$ cat src/rtl/reverser_16_if.sv
// Operand/result bundle for reverser_16: operand side driven by the master,
// registered permuted result returned by the slave.
interface reverser_16_if;
    logic [15:0] in;
    logic        in_valid;
    logic [1:0]  mode;
    logic [15:0] out;
    logic        out_valid;

    modport master (
        output in,
        output in_valid,
        output mode,
        input  out,
        input  out_valid
    );

    modport slave (
        input  in,
        input  in_valid,
        input  mode,
        output out,
        output out_valid
    );
endinterface

$ cat src/rtl/reverser_16.sv
// Registered 16-bit bit-order permutation unit (full/byte-wise reverse, byte swap).
// Define REVERSER16_NIBBLE_MODE_EN to make mode 2'b11 a nibble-wise reverse instead of pass-through.
module reverser_16 (
    input logic           clk,
    input logic           rst_n,
    reverser_16_if.slave  bus
);
    logic [15:0] full_rev;
    logic [15:0] byte_rev;
    logic [15:0] perm;

    genvar gi;
    generate
        for (gi = 0; gi < 16; gi++) begin : g_full
            assign full_rev[gi] = bus.in[15 - gi];
        end
        for (gi = 0; gi < 8; gi++) begin : g_byte
            assign byte_rev[gi]     = bus.in[7 - gi];
            assign byte_rev[8 + gi] = bus.in[15 - gi];
        end
    endgenerate

`ifdef REVERSER16_NIBBLE_MODE_EN
    logic [15:0] nib_rev;

    generate
        for (gi = 0; gi < 4; gi++) begin : g_nib
            assign nib_rev[4*gi + 0] = bus.in[4*gi + 3];
            assign nib_rev[4*gi + 1] = bus.in[4*gi + 2];
            assign nib_rev[4*gi + 2] = bus.in[4*gi + 1];
            assign nib_rev[4*gi + 3] = bus.in[4*gi + 0];
        end
    endgenerate
`endif

    always_comb begin
        perm = bus.in;
        case (bus.mode)
            2'b00:   perm = full_rev;
            2'b01:   perm = byte_rev;
            2'b10:   perm = {bus.in[7:0], bus.in[15:8]};
`ifdef REVERSER16_NIBBLE_MODE_EN
            default: perm = nib_rev;
`else
            default: perm = bus.in;
`endif
        endcase
    end

    // out holds its last value on idle cycles; only out_valid drops.
    always_ff @(posedge clk or negedge rst_n) begin
        if (!rst_n) begin
            bus.out       <= 16'h0000;
            bus.out_valid <= 1'b0;
        end else begin
            bus.out_valid <= bus.in_valid;
            if (bus.in_valid) begin
                bus.out <= perm;
            end
        end
    end
endmodule

$ cat src/flat_wrapper.sv
// flat-port wrapper written by rule: the top's interface ports become plain ports
module reverser_16_flat 
  (clk, rst_n, bus_in, bus_in_valid, bus_mode, bus_out, bus_out_valid);
  reverser_16_if bus_i ();
  input logic clk;
  input logic rst_n;
  input wire logic [$bits(bus_i.in)-1:0] bus_in;
  input wire logic [$bits(bus_i.in_valid)-1:0] bus_in_valid;
  input wire logic [$bits(bus_i.mode)-1:0] bus_mode;
  output wire logic [$bits(bus_i.out)-1:0] bus_out;
  output wire logic [$bits(bus_i.out_valid)-1:0] bus_out_valid;
  assign bus_i.in = bus_in;
  assign bus_i.in_valid = bus_in_valid;
  assign bus_i.mode = bus_mode;
  assign bus_out = bus_i.out;
  assign bus_out_valid = bus_i.out_valid;
  reverser_16 u_core (.clk(clk), .rst_n(rst_n), .bus(bus_i));
endmodule
$ cat config.mk
export PLATFORM = sky130hd
export DESIGN_NAME = reverser_16_flat
export DESIGN_NICKNAME = d
export VERILOG_FILES = /design/src/rtl/reverser_16_if.sv /design/src/rtl/reverser_16.sv /design/src/flat_wrapper.sv
export SDC_FILE = /design/constraint.sdc
export NUM_CORES = 1
export LEC_CHECK = 0
export BUFFER_PORTS_ARGS = -buffer_cell sky130_fd_sc_hd__buf_2
export CELL_PAD_IN_SITES_DETAIL_PLACEMENT = 1
export CELL_PAD_IN_SITES_GLOBAL_PLACEMENT = 2
export CORE_AREA = 10 10 73 63
export DETAILED_ROUTE_END_ITERATION = 10
export DIE_AREA = 0 0 83 73
export GPL_TIMING_DRIVEN = 1
export PLACE_DENSITY_LB_ADDON = 0.05
export SLEW_MARGIN = 10
export SYNTH_ARGS = -nofsm -noshare
export SYNTH_HDL_FRONTEND = slang
export SYNTH_SLANG_ARGS = --single-unit
$ cat constraint.sdc
create_clock -name clk -period 1.9 [get_ports clk]
set_input_delay 0 -clock clk [delete_from_list [all_inputs] [get_ports clk]]
set_output_delay 0 -clock clk [all_outputs]
set_load 0.05 [all_outputs]
==> results of run 1 <==
## layer usage
layer | global-route usage | vias up | wire length, um
met1 | 0.0946 | 365 | 1120
met2 | 0.149 | 25 | 1250
met5 | 0 | - | 0
met4 | 0.0170 | 0 | 10
li1 | - | 351 | -
met3 | 0.0413 | 2 | 183
## flip-flops by register name, indices dropped and copies added, names as in the netlist
register	cells
u_core.bus.out_valid	1
u_core.bus.out	16
## metrics by stage
stage / util / setup slack [ns]
after floorplan: - / 0.986
after global placement: 0.335 / 0.737
after detailed placement: 0.335 / 0.742
after CTS: 0.353 / 1.01
after global routing: 0.353 / 0.888
final: 0.353 / 1.01
## area by class of cell
class | instances | area, sq um
fillers | 383 | 2090
flip-flops and latches | 17 | 425
multi-input cells | 50 | 420
repair buffers | 38 | 195
well taps | 42 | 52.6
clock buffers | 3 | 41.3
clock inverters | 1 | 5.00
## cell families after synthesis
| logic type | count (synthesis) | synth area share |
|---|---|---|
| flip-flops | 17 | 0.471 |
| AO/OA/AOI/OAI | 16 | 0.162 |
| multiplexers | 16 | 0.181 |
| AND/OR/NAND/NOR | 18 | 0.122 |
| buffers and inverters | 6 | 0.0637 |
## power by group through the flow
stage	registers [W]	logic [W]	clock network, W
floorplan	0.000591	0.0000995	0
global placement	0.000433	0.000353	0
detailed placement	0.000434	0.000352	0
CTS	0.000428	0.000355	0.000288
global route	0.000435	0.000373	0.000307
finish	0.000427	0.000348	0.000273
## placed cells by master (no fill, tap or decap)
master,n
nand2b_1,17
o221ai_2,1
buf_2,37
dfrtp_1,17
mux2i_2,1
nand2_1,1
mux2i_1,15
clkinv_2,1
dlygate4sd3_1,1
clkbuf_8,3
o221ai_1,15
## final timing paths
check / start / end / slack, ns / cells past startpoint
hold / removal: bus_in_valid / u_core.bus.out_valid / 0.03 / 1
max in group asynchronous: rst_n / u_core.bus.out_valid / 1.42 / 2
setup / recovery: u_core.bus.out[12] / bus_out[12] / 1.01 / 1
hold reg to reg: u_core.bus.out[10] / u_core.bus.out[10] / 0.50 / 2
setup reg to reg: u_core.bus.out[12] / u_core.bus.out[12] / 1.19 / 2
min in group asynchronous: rst_n / u_core.bus.out[8] / 0.20 / 2
## what timing repair did
action,CTS,global route
hold buffers,1,0
gates resized for setup,0,0
hold endpoints to repair,17,0
==> impl_metrics.py, run 1 <==
metrics = {
    "place": {
        "place.gp.congestion": 0.699,
        "io_buffers": 37,
        "dpl_cell_area_sq_um": 1080,
        "dp_cells": 146,
    },
    "cells_and_area": {
        "fin_area_sq_um": 1140,
        "n_antenna_cell": 0,
        "final_nets": 131,
        "area_delta_synth_final_pct": 26.2,
        "fin_cells": 151,
        "drive_gt1_frac": 0.394,
    },
    "cts": {
        "clock_tree.root_cell": "clkbuf_8",
        "clk_pin_slew_ns": 0.07,
        "insertion_delay_ns": 0.25,
        "cts_buffers": 3,
        "clock-sinks": 17,
        "post_cts_buffers": 0,
        "cts_tree": "built",
        "cts_buffer_depth": 2,
        "htree_levels": 1,
    },
    "setup_path": {
        "path_max_fanout": 2,
        "criticalPathCategory": "reg -> out",
        "cp.required_ns": 1.90,
        "start_kind": "register",
        "end_kind": "primary output",
        "cp_slowest_stage_delay_ns": 0.36,
        "critPathArrivalTime_ns": 0.89,
        "crit_chain": "buf_2",
        "cp_num_buf_inv": 1,
        "crit_slowest_cell": "dfrtp_1",
        "cp_top_family": "flip-flops",
    },
    "route": {
        "drt_iter0_markers": 21,
        "via_count": 743,
        "postRouteWirelength_mm": 2.56,
        "avgRoutedWirePerCell_um": 17.0,
        "drtPass1Iterations": 4,
        "via_per_inst": 4.92,
        "drt_drc_violations_left": 0,
        "ant_nets": 0,
    },
    "power": {
        "p_leak_nw": 0.552,
        "combinationalPowerShare": 0.332,
        "p_seq_frac": 0.407,
        "netSwitchingFraction": 0.383,
        "power.internal_w": 0.000647,
        "ir_drop_v": 0.000491,
        "netSwitchingPower_w": 0.000402,
        "power_w": 0.00105,
        "clkPwrFrac": 0.261,
        "power_per_cell_area_nw_per_um2": 920,
    },
    "yosys": {
        "synth_edf_count": 0,
        "yosysWarnings": 0,
        "synth_top_area_share": 0.471,
        "syn_nets": 94,
        "yosys_most_used_dff": "dfrtp_1",
        "yosys_register_bits": 17,
        "async_reset_ff_frac": 1.00,
        "synthTopCellsByCount": "dfrtp_1 (17), nand2b_1 (17), mux2i_1 (15), o221ai_1 (15), buf_6 (3)",
        "yosys.area.top_type": "dfrtp_1",
        "seq_area_frac_synth": 0.471,
        "netlist_area_sq_um": 903,
        "synth_cell_types": 11,
        "synthTopCellsByArea": "dfrtp_1 (47%), mux2i_1 (17%), o221ai_1 (15%)",
        "synth_cells": 73,
        "syn_avg_cell_area_sq_um": 12.4,
    },
    "timing": {
        "tightest_slew_ns": 0.636,
        "setup_violations": 0,
        "rsz0062_at_grt": "false",
        "min_period_over_period": 0.466,
        "fin_skew_ns": 0,
        "fmax_ghz": 1.13,
        "hold_viol": 0,
        "report.final.slew_viol_count": 0,
        "finalCriticalPeriod_ns": 0.886,
        "relSlewSlack": 0.576,
        "whs_ns": 0.0262,
        "tns_ns": 0,
    },
    "global_route": {
        "antenna_found_initial": 0,
        "grt_max_degree": 20,
        "grt_pass1_wl_mm": 4.19,
        "track_usage": 0.0860,
        "overflow": 0,
        "grt_pass1_vias": 835,
    },
    "floorplan": {
        "die_h_um": 73,
        "core_sq_um": 3230,
        "die_w_um": 83,
        "io-pin-count": 38,
        "start_util": 0.279,
        "dieArea_sq_um": 6060,
        "std_cell_rows": 19,
    },
    "job": {
        "drv_cap": 0,
    },
    "worst_hold_path": {
        "hp-class": "in -> reg",
    },
    "run_status": {
        "status": "completed",
    },
}
(Power assumes the default switching activity.)
==> run 2, diff against run 1 <==
- CORE_AREA: 10 10 73 63 -> 10 10 77 66
- DIE_AREA: 0 0 83 73 -> 0 0 87 76
- clock period: 1.9 -> 0.8 ns (I/O delays scaled with it)
==> impl_metrics.py, run 2 (synthesized netlist as in run 1, its figures left out) <==
metrics = {
    "run_status": {
        "status": "complete, but fails checks",
        "violations": "negative setup slack",
    },
    "timing": {
        "finalCriticalPeriod_ns": 0.826,
        "report.final.slew_viol_count": 0,
        "tns_ns": -0.255,
        "fin_skew_ns": 0,
        "fmax_ghz": 1.21,
        "setup_ws_ns": -0.0262,
        "hold_viol": 0,
        "rsz0062_at_grt": "true",
        "relSlewSlack": 0.722,
        "tightest_slew_ns": 0.417,
        "setup_violations": 16,
        "min_period_over_period": 1.03,
    },
    "cells_and_area": {
        "area_delta_synth_final_pct": 49.9,
        "largest_register_ffs": 16,
        "final_nets": 139,
        "drive_gt1_frac": 0.573,
        "fin_area_sq_um": 1350,
        "fin_cells": 161,
        "regMostFlops": "u_core.bus.out",
        "multi_input_area_sq_um": 420,
        "layout_common_cells": "buf_2 (20), nand2b_1 (17), buf_6 (17)",
        "reg_top3": "u_core.bus.out (16), u_core.bus.out_valid (1)",
        "final.fill_count": 408,
        "n_antenna_cell": 0,
        "seq_area_sq_um": 445,
        "layout_commonest_cell": "buf_2",
        "final_core_util": 0.373,
    },
    "job": {
        "drv_cap": 0,
    },
    "worst_hold_path": {
        "hp-class": "in -> reg",
        "hold_depth": 2,
    },
    "place": {
        "dpl_cell_area_sq_um": 1190,
        "dp_cells": 156,
        "hpwl_mm": 2.19,
        "io_buffers": 37,
        "place.gp.congestion": 0.705,
    },
    "route": {
        "via_count": 758,
        "avgRoutedWirePerCell_um": 16.8,
        "drt_drc_violations_left": 0,
        "drt_iter0_markers": 25,
        "drtPass1Iterations": 4,
        "via_per_inst": 4.71,
        "postRouteWirelength_mm": 2.70,
        "ant_nets": 0,
    },
    "setup_path": {
        "rr_worst_depth": 2,
        "cp_top_family": "flip-flops",
        "end_kind": "primary output",
        "criticalPathCategory": "reg -> out",
        "crit_slowest_cell": "dfrtp_2",
        "critPathArrivalTime_ns": 0.83,
        "cp.required_ns": 0.80,
        "cp_slowest_stage_delay_ns": 0.42,
        "start_kind": "register",
        "crit_chain": "buf_6",
        "cp.depth": 1,
        "path_max_fanout": 2,
        "cp_num_buf_inv": 1,
    },
    "floorplan": {
        "io-pin-count": 38,
        "core_sq_um": 3630,
        "die_w_um": 87,
        "die_h_um": 76,
        "std_cell_rows": 20,
        "start_util": 0.249,
        "dieArea_sq_um": 6610,
    },
    "cts": {
        "clock_tree.root_cell": "clkbuf_8",
        "htree_levels": 1,
        "cts_buffers": 3,
        "insertion_delay_ns": 0.25,
        "post_cts_buffers": 0,
        "clk_pin_slew_ns": 0.07,
        "clock-sinks": 17,
        "cts_tree": "built",
        "cts_buffer_depth": 2,
    },
    "power": {
        "power_per_cell_area_nw_per_um2": 2000,
        "p_leak_nw": 0.609,
        "power_w": 0.00271,
        "ir_drop_v": 0.000898,
    },
    "global_route": {
        "overflow": 0,
        "grt_pass1_vias": 901,
        "track_usage": 0.0863,
        "antenna_found_initial": 0,
        "grt_pass1_wl_mm": 4.68,
        "grt_max_degree": 18,
    },
}
-- run 2: cell count changes in the layout (fill, tap and decap cells not counted), sizes merged --
cell,previous run,this run
buf,37,45
-- run 2: final cells by class --
class	count	share of cell area
clock buffer	3	0.0305
clock inverter	1	0.00370
timing repair buffer	46	0.286
tap	44	0.0407
sequential	17	0.329
multi-input combinational	50	0.311
-- run 2: path summary, 6_finish.rpt --
| check | startpoint | end | slack (ns) |
|---|---|---|---|
| worst min-delay path | bus_in_valid | u_core.bus.out_valid | 0.08 |
| min in group asynchronous | rst_n | u_core.bus.out[13] | 0.21 |
| worst max register to register | u_core.bus.out[10] | u_core.bus.out[10] | 0.06 |
| max in group asynchronous | rst_n | u_core.bus.out[6] | 0.27 |
| worst min register to register | u_core.bus.out[6] | u_core.bus.out[6] | 0.52 |
| worst max-delay path | u_core.bus.out[7] | bus_out[7] | -0.03 |
-- run 2: power by group --
part           total, W  leakage (nW)  internal, W  switching (W)
logic           0.00101         0.394     0.000395       0.000612
registers       0.00106         0.190     0.000982      0.0000783
clock network  0.000647        0.0255     0.000345       0.000302
-- run 2: stage by stage --
step | setup WS, ns | hold slack, ns
final | -0.0262 | 0.0759
after floorplan | -0.0280 | -0.296
after global placement | -0.0589 | -0.0348
after global routing | -0.0625 | 0.0975
after detailed placement | -0.0666 | -0.0369
after CTS | -0.0378 | 0.0705
-- run 2: worst register-to-register path, delay by kind of cell, from the launching register on --
kind / cells / cell delay (ns)
DFF: 1 / 0.41
AOI/OAI and AO/OA: 1 / 0.12
and+or+nand+nor: 1 / 0.07
-- run 2: per-layer routing --
metal  GRT usage  vias to the layer above  part of all wire
met3      0.0449                        2             0.091
met2       0.126                       26              0.45
met1       0.111                      365              0.45
met5           0                        -                 0
met4      0.0146                        0            0.0070
li1            -                      365                 -
-- run 2: what timing repair did --
item / in CTS / in global routing
gates resized for setup: 34 / 0
endpoints found under the hold margin: 17 / 0
hold buffers: 1 / 0
setup endpoints to repair: 17 / 17
